## src/rtl/cpu_pkg.sv

```systemverilog
// Shared RV32I control definitions: opcode constants, sequencer state encoding
// and the legal-opcode check used by the sequencer and the opcode decoder.
package cpu_pkg;

    localparam logic [6:0] OP_R     = 7'b0110011;
    localparam logic [6:0] OP_I     = 7'b0010011;
    localparam logic [6:0] OP_LW    = 7'b0000011;
    localparam logic [6:0] OP_S     = 7'b0100011;
    localparam logic [6:0] OP_B     = 7'b1100011;
    localparam logic [6:0] OP_JAL   = 7'b1101111;
    localparam logic [6:0] OP_LUI   = 7'b0110111;
    localparam logic [6:0] OP_AUIPC = 7'b0010111;

    typedef enum logic [2:0] {
        ST_RESET  = 3'd0,
        ST_FETCH  = 3'd1,
        ST_DECODE = 3'd2,
        ST_EXEC   = 3'd3,
        ST_MEM    = 3'd4,
        ST_WB     = 3'd5,
        ST_TRAP   = 3'd6
    } seq_state_e;

    function automatic logic is_legal_opcode(input logic [6:0] op);
        case (op)
            OP_R, OP_I, OP_LW, OP_S, OP_B, OP_JAL, OP_LUI, OP_AUIPC: return 1'b1;
            default:                                                 return 1'b0;
        endcase
    endfunction

endpackage

```

## src/rtl/cpu_sequencer_if.sv

```systemverilog
// Shared memory port between the sequencer (master) and the memory (slave).
interface cpu_sequencer_if;
    logic mem_req;
    logic mem_ready;
    logic mem_we;
    logic mem_is_fetch;

    modport master (output mem_req, output mem_we, output mem_is_fetch, input mem_ready);
    modport slave  (input mem_req, input mem_we, input mem_is_fetch, output mem_ready);
endinterface

```

## src/rtl/cpu_sequencer_mem_wait_timer.sv

```systemverilog
// Memory wait counter: counts stalled request cycles and flags the cycle whose
// edge would reach TIMEOUT_CYCLES. Used only when SEQ_TIMEOUT_EN is defined.
module mem_wait_timer #(
    parameter int TIMEOUT_CYCLES = 255
) (
    input  logic clk,
    input  logic rst_n,
    input  logic i_req,
    input  logic i_ready,
    output logic o_expire
);
    localparam int W = $clog2(TIMEOUT_CYCLES + 1);
    localparam logic [W-1:0] LAST_WAIT = W'(TIMEOUT_CYCLES - 1);

    logic [W-1:0] r_count;
    logic         w_waiting;

    assign w_waiting = i_req && !i_ready;

    // Count consecutive wait cycles; any idle or completing cycle starts over.
    always_ff @(posedge clk) begin
        if (!rst_n) begin
            r_count <= {W{1'b0}};
        end else if (w_waiting) begin
            r_count <= r_count + W'(1'b1);
        end else begin
            r_count <= {W{1'b0}};
        end
    end

    // A ready on the limit cycle completes the request instead of expiring.
    assign o_expire = w_waiting && (r_count == LAST_WAIT);

endmodule

```

## src/rtl/cpu_sequencer.sv

```systemverilog
// Multi-cycle RV32I control sequencer (FETCH/DECODE/EXEC/MEM/WB/TRAP).
// Define SEQ_TIMEOUT_EN to trap memory requests that wait TIMEOUT_CYCLES.
module cpu_sequencer
    import cpu_pkg::*;
#(
    parameter int TIMEOUT_CYCLES = 255
) (
    input  logic                   clk,
    input  logic                   rst_n,
    input  logic [6:0]             opcode,
    input  logic                   dec_mem_read,
    input  logic                   dec_mem_write,
    input  logic                   dec_reg_write,
    input  logic                   stall,
    cpu_sequencer_if.master        mem,
    output logic                   ir_load,
    output logic                   pc_write,
    output logic                   rf_write,
    output logic                   retire,
    output logic                   error,
    output logic [2:0]             state
);
    seq_state_e r_state;
    logic       r_error;
    logic       r_wb_strobe;
    logic       r_mem_is_fetch;
    logic       r_fetch_pending;

    logic w_mem_req;
    logic w_mem_done;
    logic w_timeout;
    logic w_branch_done;
    logic w_store_done;

`ifdef SEQ_TIMEOUT_EN
    mem_wait_timer #(
        .TIMEOUT_CYCLES (TIMEOUT_CYCLES)
    ) u_mem_wait_timer (
        .clk      (clk),
        .rst_n    (rst_n),
        .i_req    (w_mem_req),
        .i_ready  (mem.mem_ready),
        .o_expire (w_timeout)
    );
`else
    // No wait counter in this build: a request waits for mem_ready indefinitely.
    assign w_timeout = (TIMEOUT_CYCLES < 0);
`endif

    // Stall only holds off a fetch not yet issued; an issued one stays up until accepted.
    assign w_mem_req     = ((r_state == ST_FETCH) && (!stall || r_fetch_pending)) ||
                           (r_state == ST_MEM);
    assign w_mem_done    = w_mem_req && mem.mem_ready;
    assign w_branch_done = (r_state == ST_EXEC) && !dec_mem_read && !dec_mem_write &&
                           !dec_reg_write;
    assign w_store_done  = (r_state == ST_MEM) && w_mem_done && dec_mem_write;

    // Sequencer state, sticky error and the registered WB/address-select outputs.
    always_ff @(posedge clk) begin
        if (!rst_n) begin
            r_state         <= ST_RESET;
            r_error         <= 1'b0;
            r_wb_strobe     <= 1'b0;
            r_mem_is_fetch  <= 1'b1;
            r_fetch_pending <= 1'b0;
        end else begin
            r_wb_strobe    <= 1'b0;
            r_mem_is_fetch <= 1'b1;
            case (r_state)
                ST_RESET: begin
                    r_state <= ST_FETCH;
                end
                ST_FETCH: begin
                    if (w_timeout) begin
                        r_state         <= ST_TRAP;
                        r_error         <= 1'b1;
                        r_fetch_pending <= 1'b0;
                    end else if (w_mem_done) begin
                        r_state         <= ST_DECODE;
                        r_fetch_pending <= 1'b0;
                    end else begin
                        r_fetch_pending <= w_mem_req;
                    end
                end
                ST_DECODE: begin
                    if (is_legal_opcode(opcode)) begin
                        r_state <= ST_EXEC;
                    end else begin
                        r_state <= ST_TRAP;
                        r_error <= 1'b1;
                    end
                end
                ST_EXEC: begin
                    if (dec_mem_read || dec_mem_write) begin
                        r_state        <= ST_MEM;
                        r_mem_is_fetch <= 1'b0;
                    end else if (dec_reg_write) begin
                        r_state     <= ST_WB;
                        r_wb_strobe <= 1'b1;
                    end else begin
                        r_state <= ST_FETCH;
                    end
                end
                ST_MEM: begin
                    if (w_timeout) begin
                        r_state <= ST_TRAP;
                        r_error <= 1'b1;
                    end else if (w_mem_done && dec_mem_write) begin
                        r_state <= ST_FETCH;
                    end else if (w_mem_done) begin
                        r_state     <= ST_WB;
                        r_wb_strobe <= 1'b1;
                    end else begin
                        r_mem_is_fetch <= 1'b0;
                    end
                end
                ST_WB: begin
                    r_state <= ST_FETCH;
                end
                ST_TRAP: begin
                    r_error <= 1'b1;
                end
                default: begin
                    r_state <= ST_TRAP;
                    r_error <= 1'b1;
                end
            endcase
        end
    end

    assign mem.mem_req      = w_mem_req;
    assign mem.mem_we       = (r_state == ST_MEM) && dec_mem_write;
    assign mem.mem_is_fetch = r_mem_is_fetch;

    assign ir_load  = (r_state == ST_FETCH) && w_mem_done;
    assign pc_write = r_wb_strobe || w_branch_done || w_store_done;
    assign retire   = r_wb_strobe || w_branch_done || w_store_done;
    assign rf_write = r_wb_strobe;
    assign error    = r_error;
    assign state    = r_state;

endmodule

```

## src/flat_wrapper.sv

```systemverilog
// flat-port wrapper written by rule: the top's interface ports become plain ports
module cpu_sequencer_flat import cpu_pkg::*;
#(
    parameter int TIMEOUT_CYCLES = 255
)
  (clk, rst_n, opcode, dec_mem_read, dec_mem_write, dec_reg_write, stall, ir_load, pc_write, rf_write, retire, error, state, mem_mem_req, mem_mem_we, mem_mem_is_fetch, mem_mem_ready);
  cpu_sequencer_if mem_i ();
  input  logic clk;
  input  logic rst_n;
  input  logic [6:0] opcode;
  input  logic dec_mem_read;
  input  logic dec_mem_write;
  input  logic dec_reg_write;
  input  logic stall;
  output logic ir_load;
  output logic pc_write;
  output logic rf_write;
  output logic retire;
  output logic error;
  output logic [2:0] state;
  output wire logic [$bits(mem_i.mem_req)-1:0] mem_mem_req;
  output wire logic [$bits(mem_i.mem_we)-1:0] mem_mem_we;
  output wire logic [$bits(mem_i.mem_is_fetch)-1:0] mem_mem_is_fetch;
  input wire logic [$bits(mem_i.mem_ready)-1:0] mem_mem_ready;
  assign mem_mem_req = mem_i.mem_req;
  assign mem_mem_we = mem_i.mem_we;
  assign mem_mem_is_fetch = mem_i.mem_is_fetch;
  assign mem_i.mem_ready = mem_mem_ready;
  cpu_sequencer #(.TIMEOUT_CYCLES(TIMEOUT_CYCLES)) u_core (.clk(clk), .rst_n(rst_n), .opcode(opcode), .dec_mem_read(dec_mem_read), .dec_mem_write(dec_mem_write), .dec_reg_write(dec_reg_write), .stall(stall), .mem(mem_i), .ir_load(ir_load), .pc_write(pc_write), .rf_write(rf_write), .retire(retire), .error(error), .state(state));
endmodule
```

## config.mk

```make
export PLATFORM = sky130hd
export DESIGN_NAME = cpu_sequencer_flat
export DESIGN_NICKNAME = d
export VERILOG_FILES = /design/src/rtl/cpu_pkg.sv /design/src/rtl/cpu_sequencer_if.sv /design/src/rtl/cpu_sequencer_mem_wait_timer.sv /design/src/rtl/cpu_sequencer.sv /design/src/flat_wrapper.sv
export SDC_FILE = /design/constraint.sdc
export NUM_CORES = 1
export LEC_CHECK = 0
export ABC_AREA = 1
export BUFFER_PORTS_ARGS = -buffer_cell sky130_fd_sc_hd__buf_2
export CORE_AREA = 4 4 41 43
export CTS_CLUSTER_DIAMETER = 200
export DETAILED_ROUTE_END_ITERATION = 8
export DIE_AREA = 0 0 45 47
export SLEW_MARGIN = 25
export SYNTH_ARGS = -nofsm -noshare
export SYNTH_HDL_FRONTEND = slang
export SYNTH_SLANG_ARGS = --single-unit
export TNS_END_PERCENT = 30
```

## constraint.sdc

```tcl
create_clock -name clk -period 1.7 [get_ports clk]
set_input_delay 0.17 -clock clk [delete_from_list [all_inputs] [get_ports clk]]
set_output_delay 0.17 -clock clk [all_outputs]
set_load 0.05 [all_outputs]
```

==> results of run 1 <==
cell usage in the layout, fill, tap and decap left out, types with 3 or more instances in the layout:
cell       n
dfxtp_2    3
inv_2      4
inv_1      8
dfxtp_1    4
nor2_1     7
buf_2     22
nand3_1    6
clkbuf_4   3
nand2_1   18
nor2_4     3
what timing repair did:
item                       in CTS  in global routing
setup buffers                   1                  1
pin swaps                       1                  2
setup endpoints to repair       2                  2
gates resized for setup         4                  5
area by class of cell:
| type | instances | area [sq um] |
|---|---|---|
| fill | 146 | 629 |
| multi-input combinational | 50 | 290 |
| sequential | 7 | 144 |
| inverter | 12 | 45.0 |
| timing repair buffer | 26 | 148 |
| clock buffer | 4 | 26.3 |
| tap | 15 | 18.8 |
routing by layer:
metal	vias up	global-route usage (%)
met4	0	5.26
met5	-	0
met2	15	18.9
met3	2	3.83
li1	286	-
met1	226	14.6
how the worst max path moves through the flow:
stage                          from       end  cells past startpoint
global route        u_core.state[0]  pc_write                      9
finish              u_core.state[0]  pc_write                      9
detailed placement  u_core.state[0]  pc_write                      9
global placement    u_core.state[0]    retire                      9
CTS                 u_core.state[0]  pc_write                      9
floorplan           u_core.state[0]    retire                      9
worst max-delay path: stages, from the launching register on:
cell and delay [ps]:
dfxtp_2 330, inv_2 60, nor2_4 130, inv_2 70
nor2_4 110, nand3_4 80, nor2_2 80, nor2_1 60
o21ai_4 70, buf_6 180
through the flow:
stage          setup WS, ps  TNS [ps]  area, sq um
3_5_place_dp            179         0          603
6_report                130         0          672
5_1_grt                2.78         0          672
4_1_cts                7.78         0          649
3_3_place_gp            226         0          603
2_1_floorplan         -67.6     -67.6          475
registers in the layout, summed over array words and instances (netlist names):
signal,cells
u_core.state,3
u_core.mem.mem_is_fetch,1
u_core.r_fetch_pending,1
u_core.error,1
u_core.rf_write,1
report_power, final:
group / switching, mW / total (mW) / internal [mW] / leakage (nW)
clock: 0.0638 / 0.154 / 0.0897 / 0.0150
combinational: 0.0832 / 0.120 / 0.0367 / 0.258
sequential: 0.00403 / 0.174 / 0.170 / 0.0580
total: 0.151 / 0.448 / 0.297 / 0.331
cells by family (layout without fill, tap and decap cells):
| kind of cell | after synthesis | after routing | share of synthesized area (%) |
|---|---|---|---|
| flip-flops | 7 | 7 | 31.2 |
| AND/OR/NAND/NOR | 42 | 42 | 44.8 |
| buffers and inverters | 13 | 42 | 11.7 |
| AO/OA/AOI/OAI | 8 | 8 | 12.3 |
==> impl_results.md, run 1 <==
- Layout cells sized above 1: between 40% and 50%
- Clock latency on the worst-skew pair: about 250 ps
- FF-to-FF setup slack: slightly above 500 ps
- Post-Syn Area: 449 sq um
- Fin nets: 114
- Core ar.: about 1300 sq um
- CTS max path bufs: 2
- Root Driver: clkbuf_4
- IO Port Bufs: 24
- First-pass DRT Iterations: 4
- FP Rows: 13
- Total GRT Usage: a little under an eighth
- Drt wl/cell: around 9.8 microns
- DR vias: between 500 and 600
- Non-Filler Instances: approximately 110
- Hold depth: 3
- Util after Layout: about half
- Yosys reg bits: 7
- DR DRC count: 0
- ANT nets after route: 0
- DIE AREA: about 2100 sq um
- Fin. max-slew vios: 0
- Syn_nets: 84
- Top Ports: 25
- Final min period: 1570 ps
- Pleak: 0.331 nW
- Ys Warns: 0
- Cell Count Post-Placement: approximately 110
- Setup CP Type: reg -> out
- M1 WL: approximately 510 microns
- Seq/Total Area, Yosys: a little under a third
- Top sig layer: met4
- Critical Path End Type: output pin
- Worst-margin pin slew: 264 ps
- Global route overflow: 0
- Pin count of the biggest net entering global routing: 7
- Hold Vio Cnt, Final: 0
- Dpl hpwl: 941 microns
- Final setup violation count: 0
- Min Hold Slack: 173 ps
- Area delta synth->final: 49.6%
- Most numerous cell in the Yosys netlist: nand2_1
- Area share of the largest cell type after synthesis: 31.2%
- Largest area contributor in the netlist: dfxtp_1
- WHS Endpoint: u_core.state[0]
- Post-Route WL: ~1100 microns
- Slew Limit Headroom: between 80 and 90%
- Final total power: between 0.4 and 0.5 mW
- VDD IR-drop max: 0.388 mV
- Initial DRC Count: 9
- CP Max Fanout: 4
- Mapped Cells: 70
- Area contributors post-synth: dfxtp_1 31%, nand2_1 15%, inv_1 8.4%
- CP required: 1530 ps
- Worst-path clk slew: approximately 50 ps
- Number of flops mapped to enable cells by yosys: 0
- Fin crit share: 92.3%
- Most frequent cells after synthesis: 18 x nand2_1, 10 x inv_1, 9 x nor2_1
- Hold Path Class: in -> reg
- Avg Synthesized Cell Area: approximately 6.4 sq um
- Worst setup SP type: flop
- Max Freq: between 600 and 700 MHz
- Crit path arrival time: 1400 ps
- CTS Buf Count: 3
- Placer Congestion: between 0.8 and 0.9
- RR Endpoint: u_core.state[0]
- Asr flop ratio synth: 0%
- Worst R2R Path Depth: 10
- Count of max-cap constraint violations: 0
- Initial antenna violation count: 0
- TritonCTS clock tree: built
- Reg-to-Reg Start: u_core.state[1]
- First-pass GRT wire length: ~1800 microns
- Distinct cells, synth: 20
- H-tree depth: 1
- Met3 WL: roughly 84 microns
- Drt via density: approximately 4.6
- DR WL met2: 514 microns
- Clock Skew: between 0.2 and 0.3 ps
- Ys flop type: dfxtp_1
- Status: complete, no violations
- Die W: 45 microns
- Initial core utilization: between 30% and 40%
- Hold_sp: rst_n
- RSZ-0062 raised after global routing: false
- Cts hold-fix bufs: 0
- Number of global-route vias before repair: ~460
- Die Y: about 47 microns
- ANT cells: 0
- Pwr/cell area: 667 nW/um^2
- CTS sink cnt: 7
Power figures use the tool's default switching activity.
==> run 2: changes to the inputs <==
--- a/config.mk
+++ b/config.mk
@@ -8,6 +8,7 @@
 export ABC_AREA = 1
 export BUFFER_PORTS_ARGS = -buffer_cell sky130_fd_sc_hd__buf_2
 export CORE_AREA = 4 4 41 43
+export CTS_BUF_LIST = sky130_fd_sc_hd__clkbuf_8
 export CTS_CLUSTER_DIAMETER = 200
 export DETAILED_ROUTE_END_ITERATION = 8
 export DIE_AREA = 0 0 45 47
==> run 2 against run 1 <==
Total power increased by 16%; design area increased by 2.0%; critical path depth unchanged; critical endpoint unchanged; largest cell class unchanged.
==> impl_results.md, run 2 (synthesis gave the netlist of run 1 again) <==
- Commonest non-fill, non-tap cell in the layout: buf_2
- Fin crit share: a little over nine tenths
- Worst R2R Path Depth: 9
- Final setup violation count: 0
- Core ar.: ~1300 sq um
- Final min period: between 1500 and 2000 ps
- FF-to-FF setup slack: about 440 ps
- Crit path launch: u_core.state[0]
- Die Y: between 40 and 50 microns
- TritonCTS clock tree: built
- Critical Path End Type: output pin
- VDD IR-drop max: roughly 0.37 mV
- Fin. max-slew vios: 0
- DIE AREA: between 2000 and 2500 sq um
- Layout cells sized above 1: between 40% and 50%
- Worst-margin pin slew: 249 ps
- Commonest cells after routing, fill and taps aside: 22 x buf_2, 18 x nand2_1, 9 x inv_1, 6 x nand3_1, 6 x nor2_1
- Initial core utilization: 34.5%
- First-pass DRT Iterations: 4
- CTS sink cnt: 7
- Crit path arrival time: about 1500 ps
- Number of global-route vias before repair: between 400 and 500
- Die W: ~45 microns
- RR Endpoint: u_core.state[0]
- Area of the multi-input gates: approximately 290 sq um
- Worst-path clk slew: ~40 ps
- Clock Skew: approximately 0.97 ps
- DR DRC count: 0
- Slew Limit Headroom: a little over four fifths
- Top Ports: 25
- Initial DRC Count: 11
- CP required: around 1500 ps
- Reg-to-Reg Start: u_core.state[0]
- Hold Vio Cnt, Final: 0
- Placer Congestion: a little over 0.8
- Pin count of the biggest net entering global routing: 7
- Fin nets: roughly 110
- CP Max Fanout: 5
- Worst setup SP type: flop
- First-pass GRT wire length: 1710 microns
- Drt wl/cell: between 9 and 10 microns
- Pwr/cell area: 760 nW/um^2
- Setup CP Type: reg -> out
- H-tree depth: 1
- Drt via density: roughly 4.6
- FP Rows: 13
- Util after Layout: approximately 53%
- DR vias: about 520
- CTS max path bufs: 2
- Dpl hpwl: 941 microns
- CTS Buf Count: 3
- Area delta synth->final: 52.6%
- Status: complete, no violations
- Register area: between 100 and 150 sq um
- Clock latency on the worst-skew pair: ~220 ps
- Worst setup margin: slightly above 70 ps
- CP endpoint: pc_write
- IO Port Bufs: 24
- Total GRT Usage: a little over a tenth
- Global route overflow: 0
- Fillcell total: 142
- Pleak: 0.344 nW
- Cts hold-fix bufs: 0
- ANT cells: 0
- Initial antenna violation count: 0
- Max Freq: roughly 610 MHz
- Setup WS pre-CTS: ~180 ps
- Root Driver: clkbuf_8
- ANT nets after route: 0
- Count of max-cap constraint violations: 0
- Max reg flops: 3
- Post-Route WL: between 1000 and 1500 microns
- Hold Path Class: in -> reg
## run 2: area by class of cell
type,instances,area share (%)
inverter,12,6.57
multi-input combinational,50,41.6
clock buffer,3,6.02
clock inverter,1,0.547
timing repair buffer,26,21.5
sequential,7,21.0
tap,15,2.74
## run 2: worst min-delay path by stage
stage / from / endpoint / cells after the start
after floorplan: rst_n / u_core.mem.mem_is_fetch / 1
after global placement: rst_n / u_core.state[0] / 3
after detailed placement: rst_n / u_core.state[0] / 3
after CTS: rst_n / u_core.state[0] / 3
after global routing: rst_n / u_core.state[1] / 3
final: rst_n / u_core.state[0] / 3
## run 2: report_power, final
group	internal (mW)	leakage (nW)	total [mW]	switching [mW]
combinational	0.0367	0.259	0.119	0.0819
clock	0.156	0.0269	0.227	0.0713
sequential	0.171	0.0580	0.175	0.00403
## run 2: critical path, cell delays in order, from the launching register on
cell,delay [ps]
dfxtp_2,320
inv_2,60
nor2_4,130
inv_2,60
nor2_4,150
nand3_2,120
nor2_2,100
nor2_2,50
o21ai_4,60
buf_6,180
## run 2: metal layers
metal  global-route usage, %  up-vias  wire length, microns
li1                        -      286                     -
met1                    13.4      223                   506
met2                    18.1       15                   530
met3                    3.83        0                    88
met4                    3.51        0                     0
met5                       0        -                     0
## run 2: per-stage QoR
stage	instances	setup TNS [ps]	total power [mW]	hold slack (ps)	area [sq um]
CTS	112	-5.79	0.523	197	653
finish	114	0	0.521	198	686
floorplan	70	-67.6	0.257	276	475
detailed placement	108	0	0.291	433	603
global placement	108	0	0.291	432	603
global route	114	-48.9	0.551	221	686
## run 2: timing repair
action | 4_1_cts | 5_1_grt
gates resized for setup | 2 | 7
setup endpoints to repair | 2 | 2
setup buffers | 0 | 2
pin swaps | 0 | 3
endpoints found under the hold margin | 0 | 0
==> run 3: changes to the inputs <==
--- a/config.mk
+++ b/config.mk
@@ -5,13 +5,13 @@
 export SDC_FILE = /design/constraint.sdc
 export NUM_CORES = 1
 export LEC_CHECK = 0
-export ABC_AREA = 1
 export BUFFER_PORTS_ARGS = -buffer_cell sky130_fd_sc_hd__buf_2
 export CORE_AREA = 4 4 41 43
 export CTS_BUF_LIST = sky130_fd_sc_hd__clkbuf_8
 export CTS_CLUSTER_DIAMETER = 200
 export DETAILED_ROUTE_END_ITERATION = 8
 export DIE_AREA = 0 0 45 47
+export PLACE_DENSITY = 0.68
 export SLEW_MARGIN = 25
 export SYNTH_ARGS = -nofsm -noshare
 export SYNTH_HDL_FRONTEND = slang
==> run 3 against run 2 <==
Total power rose by 13%; via count is 0.57% higher; utilization is 0.29 points higher; register-to-register slack gained 60 ps; global-route usage rose by 0.40 points; maximum frequency up 0.65%; routed wire length up 2.9%; synthesized cell count is 14% lower; non-clock buffer count decreased by 2; first-iteration DRC count shrank 55%; critical path depth decreased by 5; critical endpoint is now ir_load.
==> impl_results.md, run 3 <==
- CTS sink cnt: 7
- Largest stage delay, worst path: 360 ps
- Ys flop type: dfxtp_1
- Pwr/cell area: between 800 and 900 nW/um^2
- Core ar.: between 1000 and 1500 sq um
- Count of max-cap constraint violations: 0
- Area share of the largest cell type after synthesis: between 20% and 30%
- ANT cells: 0
- Ys Warns: 0
- Fin nets: 99
- Crit path arrival time: approximately 1500 ps
- CP Cell Sequence: nand2b_2, nor3_2, and2_1, buf_2
- Pleak: 0.316 nW
- CP Max Fanout: 8
- Hold depth: 2
- Fillcell total: between 100 and 150
- Final min period: about 1600 ps
- Worst-path clk slew: 40 ps
- Slowest CP cell: dfxtp_2
- Initial DRC Count: 5
- Most numerous cell in the Yosys netlist: dfxtp_1
- Seq/Total Area, Yosys: between 20% and 30%
- Root Driver: clkbuf_8
- TritonCTS clock tree: built
- Top Ports: 25
- Yosys reg bits: 7
- CTS Buf Count: 3
- Critical Path End Type: output pin
- Setup Buffers After CTS: 0
- Avg Synthesized Cell Area: 8.32 sq um
- Distinct cells, synth: 33
- Final setup TNS: 0 ps
- Area delta synth->final: 38.1%
- Reg-to-Reg Start: u_core.state[2]
- Initial antenna violation count: 0
- DR vias: about 530
- H-tree depth: 1
- Setup WS pre-CTS: 266 ps
- Largest area contributor in the netlist: dfxtp_1
- Number of flops mapped to enable cells by yosys: 0
- CTS max path bufs: 2
- Dpl hpwl: between 900 and 1000 microns
- Worst setup margin: 81.9 ps
- Pin count of the biggest net entering global routing: 19
- Max reg flops: 3
- CP endpoint: ir_load
- Die W: roughly 45 microns
- Post-Syn Area: between 400 and 500 sq um
- DR DRC count: 0
- Global route overflow: 0
- Commonest non-fill, non-tap cell in the layout: buf_2
- Status: complete, no violations
- Slew Limit Headroom: roughly four fifths
- Util after Layout: approximately 53%
- Placer Congestion: 0.807
- Fin crit share: a little over nine tenths
- Crit path launch: u_core.state[2]
- Setup CP Type: reg -> out
- Worst-margin pin slew: approximately 280 ps
- Die Y: 47 microns
- Initial core utilization: a little under two fifths
- Final setup violation count: 0
- FP Rows: 13
- IO Port Bufs: 24
- Max Freq: 618 MHz
- Mapped Cells: 60
- Most frequent cells after synthesis: 7 x dfxtp_1, 5 x nand2_1, 4 x nand3_1, 4 x nor2_1, 4 x nor2b_1
- RSZ-0062 raised after global routing: false
- First-pass GRT wire length: 1780 microns
- FF-to-FF setup slack: around 500 ps
- Layout cells sized above 1: a little under half
- Area contributors post-synth: dfxtp_1 28%, nor2b_1 5.0%, nor4b_4 4.8%
- Clock Skew: around 0.6 ps
- Post-Route WL: ~1200 microns
- ANT nets after route: 0
- Clock latency on the worst-skew pair: between 200 and 250 ps
- Total GRT Usage: between 10% and 20%
- Worst R2R Path Depth: 4
- Number of global-route vias before repair: roughly 450
- VDD IR-drop max: approximately 0.58 mV
- Asr flop ratio synth: 0%
- Syn_nets: 74
- Fin. max-slew vios: 0
- Drt wl/cell: approximately 12 microns
- DIE AREA: between 2000 and 2500 sq um
- Hold Path Class: in -> reg
- Drt via density: ~5.3
- First-pass DRT Iterations: 2
- RR Endpoint: u_core.state[0]
- Hold Vio Cnt, Final: 0
- Worst setup SP type: flop
- CP required: about 1500 ps
run 3: metrics by stage:
step                power (mW)  hold WS (ps)  std cells  cell area, sq um
CTS                      0.595           231         99               682
global route             0.623           245         99               689
detailed placement       0.364           452         95               637
global placement         0.364           448         95               637
finish                   0.591           231         99               689
floorplan                0.320           322         60               526
run 3: final cells by class:
type | count | area (sq um) | area share [%]
repair buffers | 24 | 125 | 18.1
well taps | 15 | 18.8 | 2.72
flip-flops and latches | 7 | 149 | 21.6
multi-input cells | 49 | 352 | 51.0
clock inverters | 1 | 3.75 | 0.544
clock buffers | 3 | 41.3 | 5.99
run 3: cells by family after synthesis:
group	after synthesis	synth area share, %
multiplexers	1	2.01
buffers and inverters	4	4.26
flip-flops	7	28.1
AND/OR/NAND/NOR	31	39.1
AO/OA/AOI/OAI	17	26.6
run 3: worst min path at each step:
stage	start	end	slack, ps
after global placement	u_core.error	u_core.error	450
after CTS	rst_n	u_core.mem.mem_is_fetch	230
final	rst_n	u_core.mem.mem_is_fetch	230
after floorplan	mem_mem_ready	u_core.mem.mem_is_fetch	320
after detailed placement	u_core.error	u_core.error	450
after global routing	rst_n	u_core.mem.mem_is_fetch	250
run 3: metal layers:
metal	vias to the layer above	share of wire [%]	global-route usage, %
met2	24	43	18.1
li1	272	-	-
met5	-	0	0
met1	231	46	14.4
met3	0	11	5.36
met4	0	0	1.75
run 3: power breakdown:
group | leakage (nW) | internal (mW) | switching, mW
logic | 0.230 | 0.0574 | 0.106
registers | 0.0588 | 0.177 | 0.0222
clock network | 0.0269 | 0.156 | 0.0720
total | 0.316 | 0.390 | 0.200
run 3: worst max-delay path: cells and delay by family (launching register included):
kind / cells / cell delay (ps)
buf+inv: 1 / 250
flops: 1 / 360
simple gates: 3 / 620
run 3: what timing repair did:
action	4_1_cts	5_1_grt
hold buffers	0	0
gates resized for setup	0	3
setup endpoints to repair	0	2
